--- config.mk ---
export PLATFORM = sky130hd
export DESIGN_NAME = dcache
export DESIGN_NICKNAME = d
export VERILOG_FILES = /design/src/rtl/dcache_pkg.sv /design/src/rtl/load_store_align.sv /design/src/rtl/dcache.sv
export SDC_FILE = /design/constraint.sdc
export NUM_CORES = 1
export LEC_CHECK = 0
export ABC_AREA = 1
export BUFFER_PORTS_ARGS = -buffer_cell sky130_fd_sc_hd__buf_4
export CAP_MARGIN = 30
export CORE_MARGIN = 10
export CORE_UTILIZATION = 39
export CTS_CLUSTER_DIAMETER = 30
export DETAILED_ROUTE_END_ITERATION = 6
export SLEW_MARGIN = 20
export SYNTH_ARGS = -nofsm -noshare
export SYNTH_HDL_FRONTEND = slang
export SYNTH_HIERARCHICAL = 1
export SYNTH_SLANG_ARGS = --single-unit
--- constraint.sdc ---
create_clock -name clk -period 5 [get_ports clk]
set_input_delay 1 -clock clk [delete_from_list [all_inputs] [get_ports clk]]
set_output_delay 1 -clock clk [all_outputs]
set_load 0.01 [all_outputs]
--- src/rtl/dcache_pkg.sv ---
// Shared definitions for the direct-mapped write-through data cache:
// load/store funct3 encodings, controller states and an opcode helper.
package dcache_pkg;

  localparam logic [2:0] LB  = 3'b000;
  localparam logic [2:0] LH  = 3'b001;
  localparam logic [2:0] LW  = 3'b010;
  localparam logic [2:0] LBU = 3'b100;
  localparam logic [2:0] LHU = 3'b101;
  localparam logic [2:0] SB  = 3'b000;
  localparam logic [2:0] SH  = 3'b001;
  localparam logic [2:0] SW  = 3'b010;

  localparam logic [31:0] BAD_LOAD_WORD = 32'hDEADBEEF;

  typedef enum logic {
    IDLE = 1'b0,
    FILL = 1'b1
  } state_t;

  // True for the five funct3 codes that describe a real load.
  function automatic logic isLoadOp(input logic [2:0] funct3);
    return (funct3 == LB) || (funct3 == LH) || (funct3 == LW) ||
           (funct3 == LBU) || (funct3 == LHU);
  endfunction

endpackage

--- src/rtl/load_store_align.sv ---
// Byte/half/word alignment for one cache line word: extracts and extends
// load results and merges store data into the line.
module load_store_align
  import dcache_pkg::*;
#(
  parameter int DATA_WIDTH = 32
) (
  input  logic [DATA_WIDTH-1:0] i_lineWord,
  input  logic [DATA_WIDTH-1:0] i_storeData,
  input  logic [1:0]            i_offset,
  input  logic [2:0]            i_funct3,
  output logic [DATA_WIDTH-1:0] o_loadData,
  output logic                  o_loadOk,
  output logic [DATA_WIDTH-1:0] o_mergedWord
);

  logic [7:0]  w_byte;
  logic [15:0] w_half;

  // Pick the addressed byte/half and extend it as the load code asks.
  always_comb begin
    w_byte   = i_lineWord[{i_offset, 3'b000} +: 8];
    w_half   = i_lineWord[{i_offset[1], 4'b0000} +: 16];
    o_loadOk = isLoadOp(i_funct3);
    case (i_funct3)
      LB:      o_loadData = {{(DATA_WIDTH-8){w_byte[7]}}, w_byte};
      LH:      o_loadData = {{(DATA_WIDTH-16){w_half[15]}}, w_half};
      LW:      o_loadData = i_lineWord;
      LBU:     o_loadData = {{(DATA_WIDTH-8){1'b0}}, w_byte};
      LHU:     o_loadData = {{(DATA_WIDTH-16){1'b0}}, w_half};
      default: o_loadData = DATA_WIDTH'(BAD_LOAD_WORD);
    endcase
  end

  // Overlay the store data onto the line word; halves land at a&~1.
  always_comb begin
    o_mergedWord = i_lineWord;
    case (i_funct3)
      SB:      o_mergedWord[{i_offset, 3'b000} +: 8]     = i_storeData[7:0];
      SH:      o_mergedWord[{i_offset[1], 4'b0000} +: 16] = i_storeData[15:0];
      SW:      o_mergedWord = i_storeData;
      default: o_mergedWord = i_lineWord;
    endcase
  end

endmodule

--- src/rtl/dcache.sv ---
// Direct-mapped, one-word-per-line, write-through / no-write-allocate data
// cache. Load misses take one extra FILL cycle, then replay as a hit.
// Optional hit/miss counters are built when DCACHE_STATS_EN is defined.
module dcache
  import dcache_pkg::*;
#(
  parameter int ADDRESS_WIDTH = 32,
  parameter int DATA_WIDTH    = 32,
  parameter int SETS          = 8
) (
  input  logic                     clk,
  input  logic                     rst,
  input  logic [ADDRESS_WIDTH-1:0] a,
  input  logic                     we,
  input  logic                     re,
  input  logic [DATA_WIDTH-1:0]    writedata,
  input  logic [2:0]               memcontrol,
  output logic [DATA_WIDTH-1:0]    readdata,
  output logic                     stall,
  output logic [ADDRESS_WIDTH-1:0] mem_a,
  output logic                     mem_we,
  output logic [DATA_WIDTH-1:0]    mem_writedata,
  output logic [2:0]               mem_memcontrol,
  input  logic [DATA_WIDTH-1:0]    mem_readdata
`ifdef DCACHE_STATS_EN
  ,
  output logic [31:0]              hit_count,
  output logic [31:0]              miss_count
`endif
);

  localparam int IDX_W = $clog2(SETS);
  localparam int TAG_W = ADDRESS_WIDTH - 2 - IDX_W;
  localparam int LINE_W = ADDRESS_WIDTH - 2;

  state_t r_state;
  state_t w_next;

  logic [SETS-1:0]       r_valid;
  logic [TAG_W-1:0]      r_tag  [SETS];
  logic [DATA_WIDTH-1:0] r_data [SETS];
  logic [LINE_W-1:0]     r_fillLine;

  logic [IDX_W-1:0]      w_idx;
  logic [TAG_W-1:0]      w_tag;
  logic                  w_hit;
  logic [DATA_WIDTH-1:0] w_loadData;
  logic                  w_loadOk;
  logic [DATA_WIDTH-1:0] w_merged;

  logic                  w_lineWrite;
  logic [IDX_W-1:0]      w_lineIdx;
  logic [TAG_W-1:0]      w_lineTag;
  logic [DATA_WIDTH-1:0] w_lineData;

  assign w_idx = a[2 +: IDX_W];
  assign w_tag = a[ADDRESS_WIDTH-1 -: TAG_W];
  assign w_hit = r_valid[w_idx] && (r_tag[w_idx] == w_tag);

  load_store_align #(
    .DATA_WIDTH(DATA_WIDTH)
  ) u_align (
    .i_lineWord  (r_data[w_idx]),
    .i_storeData (writedata),
    .i_offset    (a[1:0]),
    .i_funct3    (memcontrol),
    .o_loadData  (w_loadData),
    .o_loadOk    (w_loadOk),
    .o_mergedWord(w_merged)
  );

  // Next state, cache outputs, downstream port and line-write request.
  always_comb begin
    w_next         = r_state;
    stall          = 1'b0;
    readdata       = '0;
    mem_a          = a;
    mem_we         = 1'b0;
    mem_writedata  = writedata;
    mem_memcontrol = memcontrol;
    w_lineWrite    = 1'b0;
    w_lineIdx      = w_idx;
    w_lineTag      = w_tag;
    w_lineData     = w_merged;
    if (rst) begin
      w_next = IDLE;
    end else begin
      case (r_state)
        IDLE: begin
          if (we) begin
            mem_we      = 1'b1;
            w_lineWrite = w_hit;
          end else if (re) begin
            if (!w_loadOk) begin
              readdata = w_loadData;
            end else if (w_hit) begin
              readdata = w_loadData;
            end else begin
              stall  = 1'b1;
              w_next = FILL;
            end
          end
        end
        FILL: begin
          stall          = 1'b1;
          mem_a          = {r_fillLine, 2'b00};
          mem_memcontrol = LW;
          w_lineWrite    = 1'b1;
          w_lineIdx      = r_fillLine[IDX_W-1:0];
          w_lineTag      = r_fillLine[LINE_W-1 -: TAG_W];
          w_lineData     = mem_readdata;
          w_next         = IDLE;
        end
      endcase
    end
  end

  // Controller state and valid bits; only these are cleared by reset.
  always_ff @(posedge clk) begin
    if (rst) begin
      r_state <= IDLE;
      r_valid <= '0;
    end else begin
      r_state <= w_next;
      if (w_lineWrite) r_valid[w_lineIdx] <= 1'b1;
    end
  end

  // Line tag/data storage and the captured miss address, never reset.
  always_ff @(posedge clk) begin
    if (w_lineWrite) begin
      r_tag[w_lineIdx]  <= w_lineTag;
      r_data[w_lineIdx] <= w_lineData;
    end
    if (r_state == IDLE && w_next == FILL) r_fillLine <= a[ADDRESS_WIDTH-1:2];
  end

`ifdef DCACHE_STATS_EN
  logic        r_replay;
  logic [31:0] r_hitCount;
  logic [31:0] r_missCount;
  logic        w_countHit;
  logic        w_countMiss;

  assign w_countMiss = (r_state == IDLE) && (w_next == FILL);
  assign w_countHit  = !rst && (r_state == IDLE) && !we && re && w_loadOk &&
                       w_hit && !r_replay;
  assign hit_count   = r_hitCount;
  assign miss_count  = r_missCount;

  // Hit/miss counters; the post-fill replay hit is not counted.
  always_ff @(posedge clk) begin
    if (rst) begin
      r_replay    <= 1'b0;
      r_hitCount  <= '0;
      r_missCount <= '0;
    end else begin
      r_replay <= (r_state == FILL);
      if (w_countHit)  r_hitCount  <= r_hitCount + 32'd1;
      if (w_countMiss) r_missCount <= r_missCount + 32'd1;
    end
  end
`endif

endmodule

# Word level (Yosys, flattened, before mapping)
# Memories as Yosys holds them, arrays and structs flattened.
# Index checks and enable logic that the tools add are counted.
op_classes:
  muxes: 40
  n_lt_le_gt_ge: 3
  bitwise: 2
  shifts: 6
  n_eq_ne: 5
  n_addsub: 2
  reduce_logical: 8
ops:
  columns: ["operator", "count"]
  rows:
  - ["32-bit 2-to-1 mux", 10]
  - ["32-bit one-hot mux with 5 select lines", 1]
  - ["32-bit one-hot mux with 3 select lines", 1]
  - ["32-bit bitwise mux", 2]
  - ["27-bit 2-to-1 mux", 2]
  - ["16-bit by 7-bit variable shift with 32-bit output (first input constant)", 1]
  - ["8-bit by 7-bit variable shift with 32-bit output (first input constant)", 1]
  - ["16-bit by 7-bit variable part select with 32-bit output", 1]
  - ["32-bit by 6-bit variable part select with 16-bit output", 1]
  - ["32-bit by 6-bit variable part select with 8-bit output", 1]
  - ["8-bit by 7-bit variable part select with 32-bit output", 1]
  - ["27-bit == test", 1]
  - ["1-bit 2-to-1 mux", 15]
  - ["5-bit negation with 7-bit output", 2]
  - ["3-bit 2-to-1 mux", 4]
  - ["3-bit by 4-bit < comparator with 1-bit output (second input constant)", 2]
  - ["8-bit OR", 1]
  - ["3-bit == test (second input constant)", 2]
  - ["1-bit one-hot mux with 2 select lines", 3]
  - ["1-bit logical OR", 4]
  - ["1-bit binary-select mux with 3-bit select", 1]
  - ["1-bit demux with 3-bit select", 1]
  - ["3-bit by 1-bit == test with 1-bit output (second input constant)", 1]
  - ["3-bit by 2-bit == test with 1-bit output (second input constant)", 1]
  - ["4 further kinds", 6]
word_totals:
  output_inout_bits: 101
  ramBits: 472
  reg_bits: 39
  memories: 2
  in_bits: 103
  elab_cells: 71
mem_list:
  columns: ["name", "words", "width", "rd", "rd_clocked_by_memory_dff", "write_ports", "line", "source"]
  rows:
  - ["r_data", 8, 32, 1, 0, 1, "dcache.sv:41", "logic [DATA_WIDTH-1:0] r_data [SETS];"]
  - ["r_tag", 8, 27, 1, 0, 1, "dcache.sv:40", "logic [TAG_W-1:0] r_tag [SETS];"]

# Logic depth before layout (Yosys ltp)
# Gate-level depths: netlist of run 1.
depth:
  depth_word: 11
  ltp_mapped: 20

# Cells and area by module
# The synthesis of run 1 kept the hierarchy.
by_module_without_submodules:
  columns: ["module", "instances", "cells_each", "area_per_inst_um2"]
  rows:
  - ["dcache", 1, 2079, 21988.6]
  - ["load_store_align", 1, 702, 2986.6]

# Worst setup path before layout of run 1
# No wires, ideal clock.
synth_timing:
  path_type: "input port to output port"
  from: "in a[2]"
  to: "out readdata[31]"
  stages: 19
  t_arrival_ns: 3.491
  t_required_ns: 4.000
  setup_slack_ns: 0.509
  cell_sequence: "buf_4 buf_6 buf_2 buf_2 clkbuf_1 clkbuf_1 nor2_1 o22ai_1 nor2_1 a31oi_1 inv_1 nand2_1 nand2_1 nor2_4 nor2_4 buf_6 nand3_1 nand2_1 nor2_1"
synth_via:
  elab_chain_cells: 9
  elab_cells_between_ends: 15
  classes_between: "eq/ne (1); shift (2); mux (9); reduce/logical (1); memory (2)"
synth_lines:
  columns: ["element", "line", "source"]
  rows:
  - ["start, declared", "dcache.sv:13", "input logic [ADDRESS_WIDTH-1:0] a,"]
  - ["memory 8 x 32 bit *", null, null]
  - ["32-bit by 6-bit variable part select with 16-bit output or 32-bit by 6-bit variable part select with 8-bit output (tied branches)", "load_store_align.sv:23, load_store_align.sv:22", null]
  - ["32-bit one-hot mux with 5 select lines *", "load_store_align.sv:25", "case (i_funct3)"]
  - ["named net w_loadData[31]", "dcache.sv:47", "logic [DATA_WIDTH-1:0] w_loadData;"]
  - ["32-bit 2-to-1 mux", "dcache.sv:96", "end else if (w_hit) begin"]
  - ["32-bit 2-to-1 mux *", "dcache.sv:94", "if (!w_loadOk) begin"]
  - ["32-bit 2-to-1 mux *", "dcache.sv:93", "end else if (re) begin"]
  - ["32-bit 2-to-1 mux *", "dcache.sv:90", "if (we) begin"]
  - ["32-bit 2-to-1 mux *", "dcache.sv:88", "case (r_state)"]
  - ["32-bit 2-to-1 mux *", "dcache.sv:85", "if (rst) begin"]
  - ["end, declared", "dcache.sv:18", "output logic [DATA_WIDTH-1:0] readdata,"]
# Mark *: on every way through the listed nets, which the timed path passes. The rest lies on a longest branch. The select of a mux whose other input is x is not followed.

# Final worst setup path of run 1
# Same ends and word-level chain as after synthesis.

==> impl_metrics.csv, run 1 <==
group,metric,value,unit
pwr,p_leak,13.0,nW
hold_path,min_path_cells,2,
placement,dpl.hpwl,47.6,mm
worst_setup_path,worstPathArrival,3.71,ns
flow_run,drv_cap,0,
sta,slew_headroom,37.0,%
floorplanning,fp.dieW,273,um
global_route,track_usage,20.1,%
final_layout,synthToLayoutAreaGrowth,24.9,%
floorplanning,die_y,273,um
global_route,antenna_found_initial,0,
clocking,clk_pin_slew,0.05,ns
routing,wl_per_cell,19.6,um
routing,drc,0,
synth,synth_top_family_by_area,"simple AND/OR/NAND/NOR gates",
floorplanning,die_area,74600,sq um
sta,finalCritPeriodShare,94.3,%
synth,synthXorXnorAreaFrac,0,%
routing,viasPerCell,5.11,
routing,wl_met2,34.8,mm
clocking,cts_sinks,511,
worst_setup_path,startpoint_type,"input pin",
sta,grt_setup_unrepaired,"no",
worst_setup_path,cp-end-kind,"primary output",
sta,slew_violations,0,
routing,via_count,20100,
final_layout,regArea,15300,sq um
synth,synth_compound_area_share,6.26,%
sta,tightestPinTransition,0.935,ns
global_route,grt_pass1_vias,19700,
sta,tns,0,ns
synth,async_flop_share,0,%
synth,synthMuxAreaShare,0,%
routing,initialDrtViolationCount,1575,
synth,netlist_area,25000,sq um
final_layout,fin_area,31200,sq um
clocking,ctsResizeCount,0,
hold_path,hold_path.class,"register to register",
placement,place_ws,0.164,ns
worst_setup_path,reg2reg_slack,1.95,ns
synth,synth_adder_area_share,0.250,%
pwr,p_int,9.92,mW
final_layout,layout-drive-gt1-share,16.0,%
clocking,ctsHoldBuffers,0,
pwr,p_per_area,416,nW/um^2
placement,placed_cell_area,27500,sq um
clocking,cts_buffers,99,
sta,fmax,212,MHz
synth,ys_seq_area_share,61.1,%
pwr,vdd_ir_drop_max,0.000326,V
clocking,tritoncts,"built",
worst_setup_path,critical_path_class,"input pin to primary output",
worst_setup_path,worstRegToRegCells,16,
global_route,globalRouteOverflowTotal,0,
routing,wl,76.7,mm
placement,dp.cells,3726,
global_route,grt_max_degree,80,
synth,ys.warnings.count,6,
worst_setup_path,crit_fanout,50,
final_layout,nets,3102,
clocking,clkLatencyLatePin,0.66,ns
placement,io_buffers,203,
final_layout,final_cells,3924,
floorplanning,initial_core_util,39.5,%
sta,final.min_clock_period,4.71,ns
sta,clock_skew,0.0647,ns
pwr,power_frac_seq,37.1,%
clocking,cts_setup_buffers,0,
synth,synth_cell_type_count,30,
sta,setup_ws,0.286,ns
synth,synth_top_flop_cell,"edfxtp_1",
clocking,cts-root-buf,"clkbuf_16",
final_layout,antenna_cells,0,
placement,place.gp.congestion,0.973,
synth,synth_fp_nets,2889,
floorplanning,io_pins,204,
worst_setup_path,worstPathRequired,4.00,ns
synth,synth-edff-count,502,
sta,hold_violations,0,
routing,top_layer,"met4",
final_layout,multiInputGateArea,7740,sq um
routing,final_antenna_net_count,0,
routing,first_pass_iters,5,
status,status,"finished clean",
synth,ys_seq_elements,511,
routing,met3_length,5.99,mm
pwr,switching_share,23.6,%
floorplanning,fp-row-count,92,
global_route,grt_pass1_wl,117,mm
pwr,power_switching,3.06,mW
synth,yosys.area_share.simple,24.4,%
pwr,power_frac_comb,8.9,%
clocking,h-tree-depth,3,
pwr,p_clk_share,54.0,%
final_layout,nFillCells,5830,
synth,syn_inst,2781,
floorplanning,coreArea,63200,sq um
clocking,clk_path_buf_depth,3,
synth,syn_avg_cell_area,8.98,sq um
routing,met1_length,33.1,mm
sta,finalSetupViolCount,0,
[cell usage after synthesis, drive strengths merged, types with 18 or more instances]
cell    instances  area (sq um)
a21oi          18          90.1
a31oi          32           200
buf           120           766
clkbuf         66           248
edfxtp        502         15100
inv           262           986
nand2         763          2890
nand3         213          1080
nand4          18           113
nor2          525          2000
o21ai         210          1050
o22ai          32           200
[sequential cells by signal, indices dropped and copies added, names as in the netlist]
| register | cells |
|---|---|
| r_data | 256 |
| r_tag | 216 |
| r_fillLine | 30 |
| r_valid | 8 |
| r_state | 1 |
[power groups by stage]
stage	Clock [mW]	Combinational, mW	Sequential (mW)
final	7.01	1.16	4.81
after detailed placement	0	1.14	4.89
after global routing	7.32	1.27	4.80
after CTS	7.09	1.14	4.81
after global placement	0	1.12	4.89
after floorplan	0	0.676	4.89
[through the flow]
stage          hold WS, ns  utilization, %  total power [mW]
2_1_floorplan        0.430               -              5.56
3_3_place_gp         0.441            43.5              6.01
3_5_place_dp         0.443            43.5              6.02
4_1_cts              0.451            49.2              13.0
5_1_grt              0.482            49.4              13.4
6_report             0.449            49.4              13.0
[worst paths after layout]
kind,start,end
setup / recovery,a[2],readdata[31]
hold / removal,r_valid[5],r_valid[5]
setup reg to reg,r_tag[1][11],r_tag[5][4]
hold reg to reg,r_valid[5],r_valid[5]
[area by class of cell]
type / count / area share [%]
well taps: 846 / 3.39
multi-input cells: 1821 / 24.8
clock buffers: 119 / 8.38
inverters: 263 / 3.21
flip-flops and latches: 511 / 48.9
clock inverters: 66 / 3.18
repair buffers: 298 / 8.09
[cell families (layout without fill, tap and decap cells)]
family / count (synthesis) / in the layout
flip-flops: 511 / 511
AO/OA/AOI/OAI: 295 / 295
adder cells (fa/ha/maj): 5 / 5
buffers and inverters: 449 / 746
AND/OR/NAND/NOR: 1521 / 1521
[worst max-delay path: stages]
cell	delay [ns]
buf_6	0.23
buf_12	0.25
buf_12	0.27
o21ai_0	0.13
o22ai_1	0.18
nor2_1	0.05
a31oi_1	0.40
inv_1	0.18
nand2_1	0.10
nand2_1	0.11
nor2_4	0.22
nor2_4	0.11
nand3_1	0.10
nand2_1	0.06
nor2_1	0.11
buf_4	0.15
[cell usage in the layout (no fill, tap or decap), types with 32 or more instances in the layout]
cell,Yosys,final
nor2_1,520,519
nand2_1,756,754
buf_4,40,257
clkbuf_16,0,101
o21ai_0,199,197
inv_1,254,245
edfxtp_1,502,502
a31oi_1,32,32
nand3_1,211,211
o22ai_1,32,32
[layer usage]
metal,global-route usage (%),vias to the layer above
met2,31.8,792
met5,0,-
met1,26.2,9545
li1,-,9575
met3,4.18,151
met4,8.85,0
Note: power is estimated with default switching activity, not from simulation.
==> run 2: changes to the inputs <==
- CTS_BUF_LIST: default -> sky130_fd_sc_hd__clkbuf_16
==> run 2 against run 1 <==
Compared with the run above: hold slack about the same; setup slack got worse by 0.0067 ns; fmax decreased by 0.14%; combinational power about the same; critical endpoint unchanged; highest routed layer unchanged.
==> impl_metrics.csv, run 2 (synthesis gave the netlist of run 1 again) <==
group,metric,value,unit
status,status,"finished clean",
floorplanning,die_area,74600,sq um
final_layout,nFillCells,5833,
global_route,track_usage,20.0,%
worst_setup_path,worstRegToRegCells,16,
worst_setup_path,startpoint_type,"input pin",
worst_setup_path,cpLargestDelayFamily,"buffers and inverters",
final_layout,antenna_cells,0,
hold_path,min_from,"r_valid[5]",
worst_setup_path,cpMaxStageDelayCell,"a31oi_1",
clocking,cts_sinks,511,
final_layout,nets,3102,
pwr,p_leak,13.1,nW
placement,dpl.hpwl,47.6,mm
worst_setup_path,worstPathRequired,4.00,ns
clocking,clk_path_buf_depth,3,
floorplanning,fp.dieW,273,um
routing,via_count,20000,
sta,slew_violations,0,
sta,grt_setup_unrepaired,"no",
final_layout,layout-drive-gt1-share,15.9,%
pwr,p_per_area,414,nW/um^2
worst_setup_path,critPathBufInv,5,
worst_setup_path,r2r_start,"r_tag[1][11]",
floorplanning,die_y,273,um
clocking,tritoncts,"built",
worst_setup_path,path_cells,"buf_6 > buf_12 > buf_12 > o21ai_0 > o22ai_1 > nor2_1 > a31oi_1 > inv_1 > nand2_1 > nand2_1 > nor2_4 > nor2_4 > nand3_1 > nand2_1 > nor2_1 > buf_4",
final_layout,regMostFlops,"r_data",
final_layout,layout_commonest_cell,"nand2_1",
clocking,clkLatencyLatePin,0.65,ns
worst_setup_path,reg2reg_to,"r_tag[5][4]",
worst_setup_path,crit_fanout,50,
routing,drc,0,
global_route,grt_max_degree,80,
worst_setup_path,critical_path_class,"input pin to primary output",
clocking,cts-root-buf,"clkbuf_16",
routing,viasPerCell,5.10,
sta,fmax,212,MHz
global_route,grt_pass1_vias,19800,
placement,io_buffers,203,
sta,tns,0,ns
clocking,ctsResizeCount,0,
worst_setup_path,worstPathArrival,3.72,ns
clocking,cts_buffers,99,
floorplanning,io_pins,204,
hold_path,hold_path.class,"register to register",
global_route,globalRouteOverflowTotal,0,
worst_setup_path,path_common_cell,"nand2_1",
global_route,grt_pass1_wl,117,mm
routing,initialDrtViolationCount,1608,
worst_setup_path,cp-end-kind,"primary output",
floorplanning,fp-row-count,92,
global_route,antenna_found_initial,0,
worst_setup_path,max_stage_delay,0.41,ns
final_layout,reg_top3,"r_data x256, r_tag x216, r_fillLine x30",
final_layout,layout_common_cells,"nand2_1, nor2_1, edfxtp_1",
routing,final_antenna_net_count,0,
clocking,cts_setup_buffers,0,
floorplanning,coreArea,63200,sq um
sta,hold_violations,0,
sta,slew_headroom,36.7,%
clocking,ctsHoldBuffers,0,
routing,wl,76.6,mm
hold_path,worstHoldEndpoint,"r_valid[5]",
clocking,clk_pin_slew,0.05,ns
routing,wl_per_cell,19.5,um
final_layout,largest_reg_flops,256,
sta,finalCritPeriodShare,94.4,%
floorplanning,initial_core_util,39.5,%
flow_run,drv_cap,0,
worst_setup_path,reg2reg_slack,1.95,ns
sta,final.min_clock_period,4.72,ns
final_layout,synthToLayoutAreaGrowth,24.8,%
hold_path,min_path_cells,2,
placement,place.gp.congestion,0.973,
final_layout,utilization,49.3,%
routing,first_pass_iters,5,
sta,finalSetupViolCount,0,
sta,tightestPinTransition,0.940,ns
sta,clock_skew,0.0575,ns
clocking,h-tree-depth,3,
pwr,vdd_ir_drop_max,0.000327,V
[run 2: changes by cell type in the layout (fill, tap and decap cells not counted), sizes merged]
cell	delta
clkinv	+2
clkbuf	-18
inv	+16
[run 2: layer usage]
| metal | routed length (um) | global-route usage, % | vias to the layer above |
|---|---|---|---|
| met5 | 0 | 0 | - |
| met4 | 2750 | 8.87 | 0 |
| met3 | 6050 | 4.17 | 148 |
| met2 | 34800 | 31.8 | 805 |
| met1 | 33000 | 26.2 | 9504 |
| li1 | - | - | 9575 |
[run 2: area by class of cell]
type | instances | area (sq um) | area share [%]
timing repair buffer | 298 | 2520 | 8.10
clock buffer | 101 | 2530 | 8.11
multi-input combinational | 1821 | 7740 | 24.8
clock inverter | 84 | 1060 | 3.40
sequential | 511 | 15300 | 48.9
tap | 846 | 1060 | 3.40
inverter | 263 | 1000 | 3.21
[run 2: where the power goes]
| group | switching, mW | internal, mW | total (mW) | leakage, nW |
|---|---|---|---|---|
| clock network | 2.27 | 4.68 | 6.94 | 1.78 |
| registers | 0.00424 | 4.80 | 4.81 | 4.60 |
| logic | 0.787 | 0.371 | 1.16 | 6.71 |
| total | 3.06 | 9.85 | 12.9 | 13.1 |
[run 2: metrics by stage]
| stage | cells | worst slack, ns | hold WS, ns | total power [mW] | area [sq um] |
|---|---|---|---|---|---|
| after CTS | 3911 | 0.141 | 0.451 | 13.0 | 31100 |
| after floorplan | 2781 | 0.509 | 0.430 | 5.56 | 25000 |
| final | 3924 | 0.280 | 0.449 | 12.9 | 31200 |
| after global placement | 3724 | 0.229 | 0.441 | 6.01 | 27500 |
| after detailed placement | 3726 | 0.164 | 0.443 | 6.02 | 27500 |
| after global routing | 3924 | 0.0182 | 0.482 | 13.3 | 31200 |
[run 2: worst max path at each step]
stage                     start  depth (start not counted)           end
after floorplan            a[2]                         19  readdata[31]
after global placement     a[2]                         18  readdata[18]
after detailed placement   a[2]                         18   readdata[8]
after CTS                  a[2]                         16   readdata[8]
after global routing       a[2]                         18   readdata[7]
final                      a[2]                         16  readdata[31]
[run 2: worst reg2reg max path, delay by kind of cell (launching register included)]
family	cells	cell delay, ns
buf+inv	4	0.79
flops	1	0.37
simple gates	12	1.42
